**src/rtl/accumulator_requantize.sv**
```systemverilog
// accumulator_requantize: narrows packed 2W-bit dot-product accumulators to
// packed W-bit fixed-point values using one shared round/saturate unit.
// The unit handles one element per cycle. Both sides use a valid/ready handshake.
// Optional feature: define RELU_EN to clamp negative results to zero (fused ReLU).
module accumulator_requantize #(
  parameter int W     = 16,
  parameter int D     = 8,
  parameter int SHIFT = 8
) (
  input  logic             clk,
  input  logic             rst,
  input  logic [2*D*W-1:0] packed_in,
  input  logic             in_v,
  output logic             in_ready,
  output logic [D*W-1:0]   packed_out,
  output logic             out_v,
  input  logic             out_ready
);

  localparam int CNT_W = (D > 1) ? $clog2(D) : 1;

  // Internal arithmetic is one bit wider than the accumulator, so adding the
  // rounding constant can never wrap.
  localparam logic signed [2*W:0] ROUND_C = {{(2*W){1'b0}}, 1'b1} << (SHIFT - 1);
  localparam logic signed [2*W:0] MAX_C   = {{(W+2){1'b0}}, {(W-1){1'b1}}};
  localparam logic signed [2*W:0] MIN_C   = {{(W+2){1'b1}}, {(W-1){1'b0}}};

  typedef enum logic [1:0] {
    IDLE = 2'd0,
    PROC = 2'd1,
    DONE = 2'd2
  } state_t;

  state_t                state_q, state_n;
  logic [CNT_W-1:0]      cnt_q;
  logic [2*D*W-1:0]      hold_q;
  logic [2*W-1:0]        elem_x;
  logic signed [2*W:0]   elem_r;
  logic signed [2*W:0]   elem_q;
  logic [W-1:0]          elem_y;

  // Next-state logic: accept in IDLE, walk D elements in PROC, wait for the consumer in DONE.
  always_comb begin
    state_n = state_q;
    case (state_q)
      IDLE: if (in_v && in_ready) state_n = PROC;
      PROC: if (cnt_q == CNT_W'(D - 1)) state_n = DONE;
      DONE: if (out_ready) state_n = IDLE;
      default: state_n = IDLE;
    endcase
  end

  assign out_v = (state_q == DONE);

  // Select the captured accumulator for the current element. Element 0 is in the MSBs.
  always_comb begin
    elem_x = '0;
    for (int i = 0; i < D; i++) begin
      if (cnt_q == CNT_W'(i)) elem_x = hold_q[(D-1-i)*2*W +: 2*W];
    end
  end

  // Shared unit: round half up, arithmetic shift, clamp to two's-complement W-bit limits.
  always_comb begin
    elem_r = $signed({elem_x[2*W-1], elem_x}) + ROUND_C;
    elem_q = elem_r >>> SHIFT;
    if (elem_q > MAX_C)      elem_y = MAX_C[W-1:0];
    else if (elem_q < MIN_C) elem_y = MIN_C[W-1:0];
    else                     elem_y = elem_q[W-1:0];
`ifdef RELU_EN
    if (elem_y[W-1]) elem_y = '0;
`endif
  end

  // State, counter, holding register and result slices. in_ready stays low through reset.
  always_ff @(posedge clk or negedge rst) begin
    if (!rst) begin
      state_q    <= IDLE;
      cnt_q      <= '0;
      hold_q     <= '0;
      packed_out <= '0;
      in_ready   <= 1'b0;
    end else begin
      state_q  <= state_n;
      in_ready <= (state_n == IDLE);
      case (state_q)
        IDLE: begin
          if (in_v && in_ready) begin
            hold_q <= packed_in;
            cnt_q  <= '0;
          end
        end
        PROC: begin
          for (int i = 0; i < D; i++) begin
            if (cnt_q == CNT_W'(i)) packed_out[(D-1-i)*W +: W] <= elem_y;
          end
          if (cnt_q == CNT_W'(D - 1)) cnt_q <= '0;
          else                        cnt_q <= cnt_q + 1'b1;
        end
        default: ;
      endcase
    end
  end

endmodule

```
**config.mk**
```make
export PLATFORM = sky130hd
export DESIGN_NAME = accumulator_requantize
export DESIGN_NICKNAME = d
export VERILOG_FILES = /design/src/rtl/accumulator_requantize.sv
export SDC_FILE = /design/constraint.sdc
export NUM_CORES = 1
export LEC_CHECK = 0
export ABC_AREA = 1
export BUFFER_PORTS_ARGS = -buffer_cell sky130_fd_sc_hd__buf_2
export CORE_AREA = 2 2 216 218
export DETAILED_ROUTE_END_ITERATION = 16
export DIE_AREA = 0 0 218 220
export GPL_TIMING_DRIVEN = 0
export PLACE_DENSITY = 0.56
export SLEW_MARGIN = 10
export SYNTH_ARGS = -nofsm -noshare
export SYNTH_HDL_FRONTEND = slang
export SYNTH_SLANG_ARGS = --single-unit
```
**constraint.sdc**
```tcl
create_clock -name clk -period 5.4 [get_ports clk]
set_input_delay 0.81 -clock clk [delete_from_list [all_inputs] [get_ports clk]]
set_output_delay 0.81 -clock clk [all_outputs]
set_load 0.02 [all_outputs]
```
# [Yosys cells after proc, flatten, opt, wreduce, memory -nomap -nowiden]
# Cells that the tools add are included.
[totals] inputBits=260 out_inout_bits=130 ff_bits=390 elab_cells=58
[classes] magnitude_cmp=2 n_mux=17 n_eq_ne=10 reduce_logical=15 add_sub_neg=2
[ops] op="32-bit two-way mux" n=8
[ops] op="32-bit by 9-bit adder with 33-bit output, second input constant" n=1
[ops] op="16-bit two-way mux" n=2
[ops] op="25-bit by 16-bit > comparator with 1-bit output, second input constant" n=1
[ops] op="25-bit by 16-bit less-than comparator with 1-bit output, second input constant" n=1
[ops] op="2-bit AND reduction" n=10
[ops] op="3-bit equality test, second input constant" n=4
[ops] op="3-bit by 2-bit equality test with 1-bit output, second input constant" n=2
[ops] op="2-bit two-way mux" n=3
[ops] op="3-bit two-way mux" n=2
[ops] op="2-bit one-hot mux with 3 select lines" n=1
[ops] op="3-bit one-hot mux with 2 select lines" n=1
[ops] op="2-bit zero test" n=2
[ops] op="3-bit by 1-bit adder with 3-bit output, second input constant" n=1
[ops] op="3-bit by 1-bit equality test with 1-bit output, second input constant" n=1
[ops] op="3-bit zero test" n=1
[ops] op="2-bit by 1-bit equality test with 1-bit output, second input constant" n=1
[ops] op="2-bit equality test, second input constant" n=1
[ops] op="2-bit inequality test, second input constant" n=1
[ops] op="2-bit nonzero test" n=1
[ops] op="1-bit logical AND" n=1

# [Logic depth before layout (Yosys ltp)]
[depth] ltp_word=13 ltp_mapped=33 depth_no_buf=30

# [Worst setup path after synthesis]
# No wires, ideal clock.
[synth_timing] kind="register to register" startpoint="register cnt_q[2]" endpoint="register packed_out[101]" arrival_time_ns=3.734 synth_period_minus_slack_ns=3.851 n_path_buf=5 setup_time_ns=0.117 t_required_ns=5.283 path_stages_with_launch=31 path_slack_ns=1.549 cell_sequence="dfrtp_1 -> inv_2 -> buf_4 -> buf_4 -> ha_1 -> inv_1 -> clkbuf_1 -> clkbuf_1 -> o211ai_1 -> nand3_1 -> nand2_1 -> nand2_1 -> nand2_1 -> nand2_1 -> ha_1 -> nand3_1 -> nor2_2 -> nand3_2 -> nor2_2 -> nand2_1 -> nand2_1 -> nand2_1 -> nor2_1 -> nand2_1 -> nor2_1 -> nand2_1 -> nand2_2 -> buf_12 -> nand2_4 -> nand2_1 -> nand2_1"
[synth_via] elab_chain_cells=13 word_cells_on_any_way=22 classes_between="1 x add/sub; 2 x order compare; 7 x eq/ne; 10 x mux; 2 x reduce/logical"
[synth_rtl] element="start, declared" line="35" text="logic [CNT_W-1:0] cnt_q;"
[synth_rtl] element="start signal, assigned" line="98" text="else cnt_q <= cnt_q + 1'b1;"
[synth_rtl] element="3-bit zero test" line="59" text="if (cnt_q == CNT_W'(i)) elem_x = hold_q[(D-1-i)*2*W +: 2*W];"
[synth_rtl] element="32-bit two-way mux (8 in a row)" line="59"
[synth_rtl] element="32-bit by 9-bit adder with 33-bit output" line="65" text="elem_r = $signed({elem_x[2*W-1], elem_x}) + ROUND_C;"
[synth_rtl] element="25-bit by 16-bit less-than comparator with 1-bit output" line="68" text="else if (elem_q < MIN_C) elem_y = MIN_C[W-1:0];"
[synth_rtl] element="16-bit two-way mux" line="68"
[synth_rtl] element="16-bit two-way mux" line="67" text="if (elem_q > MAX_C) elem_y = MAX_C[W-1:0];"
[synth_rtl] element="end signal, assigned by index" line="95" text="if (cnt_q == CNT_W'(i)) packed_out[(D-1-i)*W +: W] <= elem_y;"
[synth_rtl] element="end, declared" line="15" text="output logic [D*W-1:0] packed_out,"
# Parallel ways exist; a longest one is shown, timed or not.
# A chain may end at the register's enable or synchronous reset.

# [Worst setup path in the final report]
[layout_timing] startpoint="register cnt_q[2]" endpoint="register packed_out[75]"
# Same word-level chain as after synthesis.

==> flow_metrics.env <==
export IMPL_antenna_found_initial=14
export IMPL_drc=0
export IMPL_grt_pass1_wl_mm=77.24
export IMPL_ys_seq_elements=334
export IMPL_ios=390
export IMPL_endpoint_kind="flip-flop"
export IMPL_crit_type="reg -> reg"
export IMPL_utilization=0.4262
export IMPL_path_max_fanout=10
export IMPL_power_leakage_nw=10.29
export IMPL_nets=2481
export IMPL_critical_path_max_stage_delay_ps=510
export IMPL_drt_vias_per_instance=4.682
export IMPL_top_usage_layer="met2"
export IMPL_synth_edf_count=0
export IMPL_grt_use_met1=0.2831
export IMPL_crit_path_top_delay_cell="dfrtp_1"
export IMPL_worst_slew_pin_slew_ps=968.4
export IMPL_drive_gt1_frac=0.2751
export IMPL_period_minus_slack_ps=4909
export IMPL_fp_dieH_um=220
export IMPL_cp_start_kind="flip-flop"
export IMPL_synth_common_cells="nand2_1 (728), dfrtp_1 (334), mux2_2 (155), nor2_1 (154), inv_1 (117)"
export IMPL_total_power_mw=14.18
export IMPL_setup_viol=0
export IMPL_ir_drop_mv=0.3357
export IMPL_gp_congestion=0.8566
export IMPL_portBuffers=333
export IMPL_ys_warnings_count=0
export IMPL_clk_latency_ps=560
export IMPL_max_slew_margin_rel=0.3544
export IMPL_clkTransAtPathRegs_ps=60
export IMPL_tritoncts="built"
export IMPL_synth_top_area_share=0.5298
export IMPL_maxCapViolCount=0
export IMPL_wl_per_cell_um=18.09
export IMPL_instances_no_fill=2858
export IMPL_clockBufferDepth=3
export IMPL_hold_path_class="in -> async"
export IMPL_syn_to_final_growth_pct=23.91
export IMPL_yosysMostFrequentCell="nand2_1"
export IMPL_vias=13380
export IMPL_firstDrtPassIters=7
export IMPL_cts_buffers=39
export IMPL_yosysSeqAreaShare=0.5298
export IMPL_setup_tns_ps=0
export IMPL_cts_sinks=334
export IMPL_grt_met2_usage=0.3503
export IMPL_wl_mm=51.71
export IMPL_cts_hold_fix_buffers=0
export IMPL_synthTopCellsByArea="dfrtp_1 (53%), nand2_1 (17%), mux2_2 (11%)"
export IMPL_slew_violations=0
export IMPL_crit_family="simple AND/OR/NAND/NOR gates"
export IMPL_die_w_um=218
export IMPL_syn_cell_area_um2=15780
export IMPL_grt_pass1_vias=13070
export IMPL_synthArstFlopShare=1.000
export IMPL_cp_common_cell="nand2_1"
export IMPL_gr_usage_all_layers=0.2155
export IMPL_yosysUniqueCellTypes=34
export IMPL_synth_top_cell_by_area="dfrtp_1"
export IMPL_postRouteAntennaNets=0
export IMPL_gr_usage_met3=0.05176
export IMPL_postSynthAreaPerCell_um2=8.588
export IMPL_grt_overflow_total=0
export IMPL_rsz0062_at_grt="no"
export IMPL_fin_crit_sh=0.9091
export IMPL_cp_num_buf_inv=6
export IMPL_h_tree_depth=2
export IMPL_synth_nets=2104
export IMPL_synthCells=1837
export IMPL_rows=79
export IMPL_grt_max_degree=109
export IMPL_worst_ep_arrival_time_ps=5360
export IMPL_powerDensity_nw_per_um2=725.1
export IMPL_skew_ps=28.87
export IMPL_fmax_mhz=203.7
export IMPL_hpwl_mm=39.73
export IMPL_root_buffer="clkbuf_16"
export IMPL_floorplan_die_area_um2=47960
export IMPL_critical_path_required_ps=5850
export IMPL_drtIter0Drc=860
export IMPL_core_area_um2=45860
export IMPL_synth_top_flop_cell="dfrtp_1"
export IMPL_final_hold_viol_count=0
export IMPL_post_place_cells=2780
export IMPL_whs_ps=196.2
export IMPL_status="finished clean"
export IMPL_start_util=0.3440
==> timing repair <==
| item | in CTS | in global routing |
|---|---|---|
| setup endpoints to repair | 0 | 120 |
| endpoints found under the hold margin | 0 | 0 |
| gates resized for setup | 0 | 2 |
| buffers inserted | 0 | 0 |
==> per-layer routing <==
| layer | up-vias | wire length, um |
|---|---|---|
| li1 | 6523 | - |
| met1 | 6332 | 22700 |
| met2 | 431 | 23920 |
| met3 | 82 | 3749 |
| met4 | 14 | 1251 |
| met5 | - | 79 |
==> worst register-to-register path, delay by kind of cell, from the launching register on <==
family,cells,cell delay [ps]
AO/OA/AOI/OAI,1,150
flip-flops,1,510
adder cells (fa/ha/maj),2,560
buffers and inverters,6,1200
AND/OR/NAND/NOR,20,2350
==> power by group <==
| part | leakage, nW | switching [mW] | internal, mW |
|---|---|---|---|
| combinational | 5.70 | 4.87 | 2.37 |
| sequential | 3.99 | 0.627 | 3.75 |
| clock | 0.602 | 1.07 | 1.49 |
==> area by class of cell <==
class                      count  area (um^2)
antenna                        8        20.02
buffer                        82        360.3
clock buffer                  58         1119
clock inverter                12        113.9
fill                        4678        26320
inverter                     132        495.5
multi-input combinational   1289         6564
sequential                   334         8358
tap                          607        759.5
timing repair buffer         336         1759
==> stage by stage <==
step | instance area, um^2 | setup WS (ps)
after floorplan | 15780 | 1549
after global placement | 18200 | -3088
after detailed placement | 18300 | 342.6
after CTS | 19530 | 311.8
after global routing | 19540 | 19.48
final | 19550 | 490.7
==> cell usage in the layout (no fill, tap or decap), types with 16 or more instances in the layout <==
master and count:
nand2_1 728, buf_2 345, dfrtp_1 334, mux2_2 155, nor2_1 154, inv_1 117, nand3_1 103, clkbuf_1 67
a21oi_1 50, clkbuf_16 40, or2_2 23, o21ai_0 16
==> path summary, 6_finish.rpt <==
kind                                start             end  slack [ps]  cells after the start
max                              cnt_q[2]  packed_out[75]         490                     29
min                                   rst  packed_out[98]         200                      1
max reg2reg                      cnt_q[2]  packed_out[75]         490                     29
min reg2reg                packed_out[66]  packed_out[66]         470                      2
max in group asynchronous             rst     hold_q[139]        3460                      4
min in group clk           packed_out[66]  packed_out[66]         470                      2
==> registers in the layout, indices dropped and copies added (netlist names) <==
| register | flops |
|---|---|
| in_ready | 1 |
| cnt_q | 3 |
| hold_q | 200 |
| state_q | 2 |
| packed_out | 128 |
==> cells by family after synthesis <==
| kind of cell | share of synthesized area |
|---|---|
| AOI/OAI and AO/OA | 0.02371 |
| xor gates and xnor gates | 0.007772 |
| adders and majority gates | 0.005551 |
| buffers and inverters | 0.05417 |
| DFF | 0.5298 |
| muxes | 0.1106 |
| and+or+nand+nor | 0.2684 |
(Power assumes the default switching activity.)
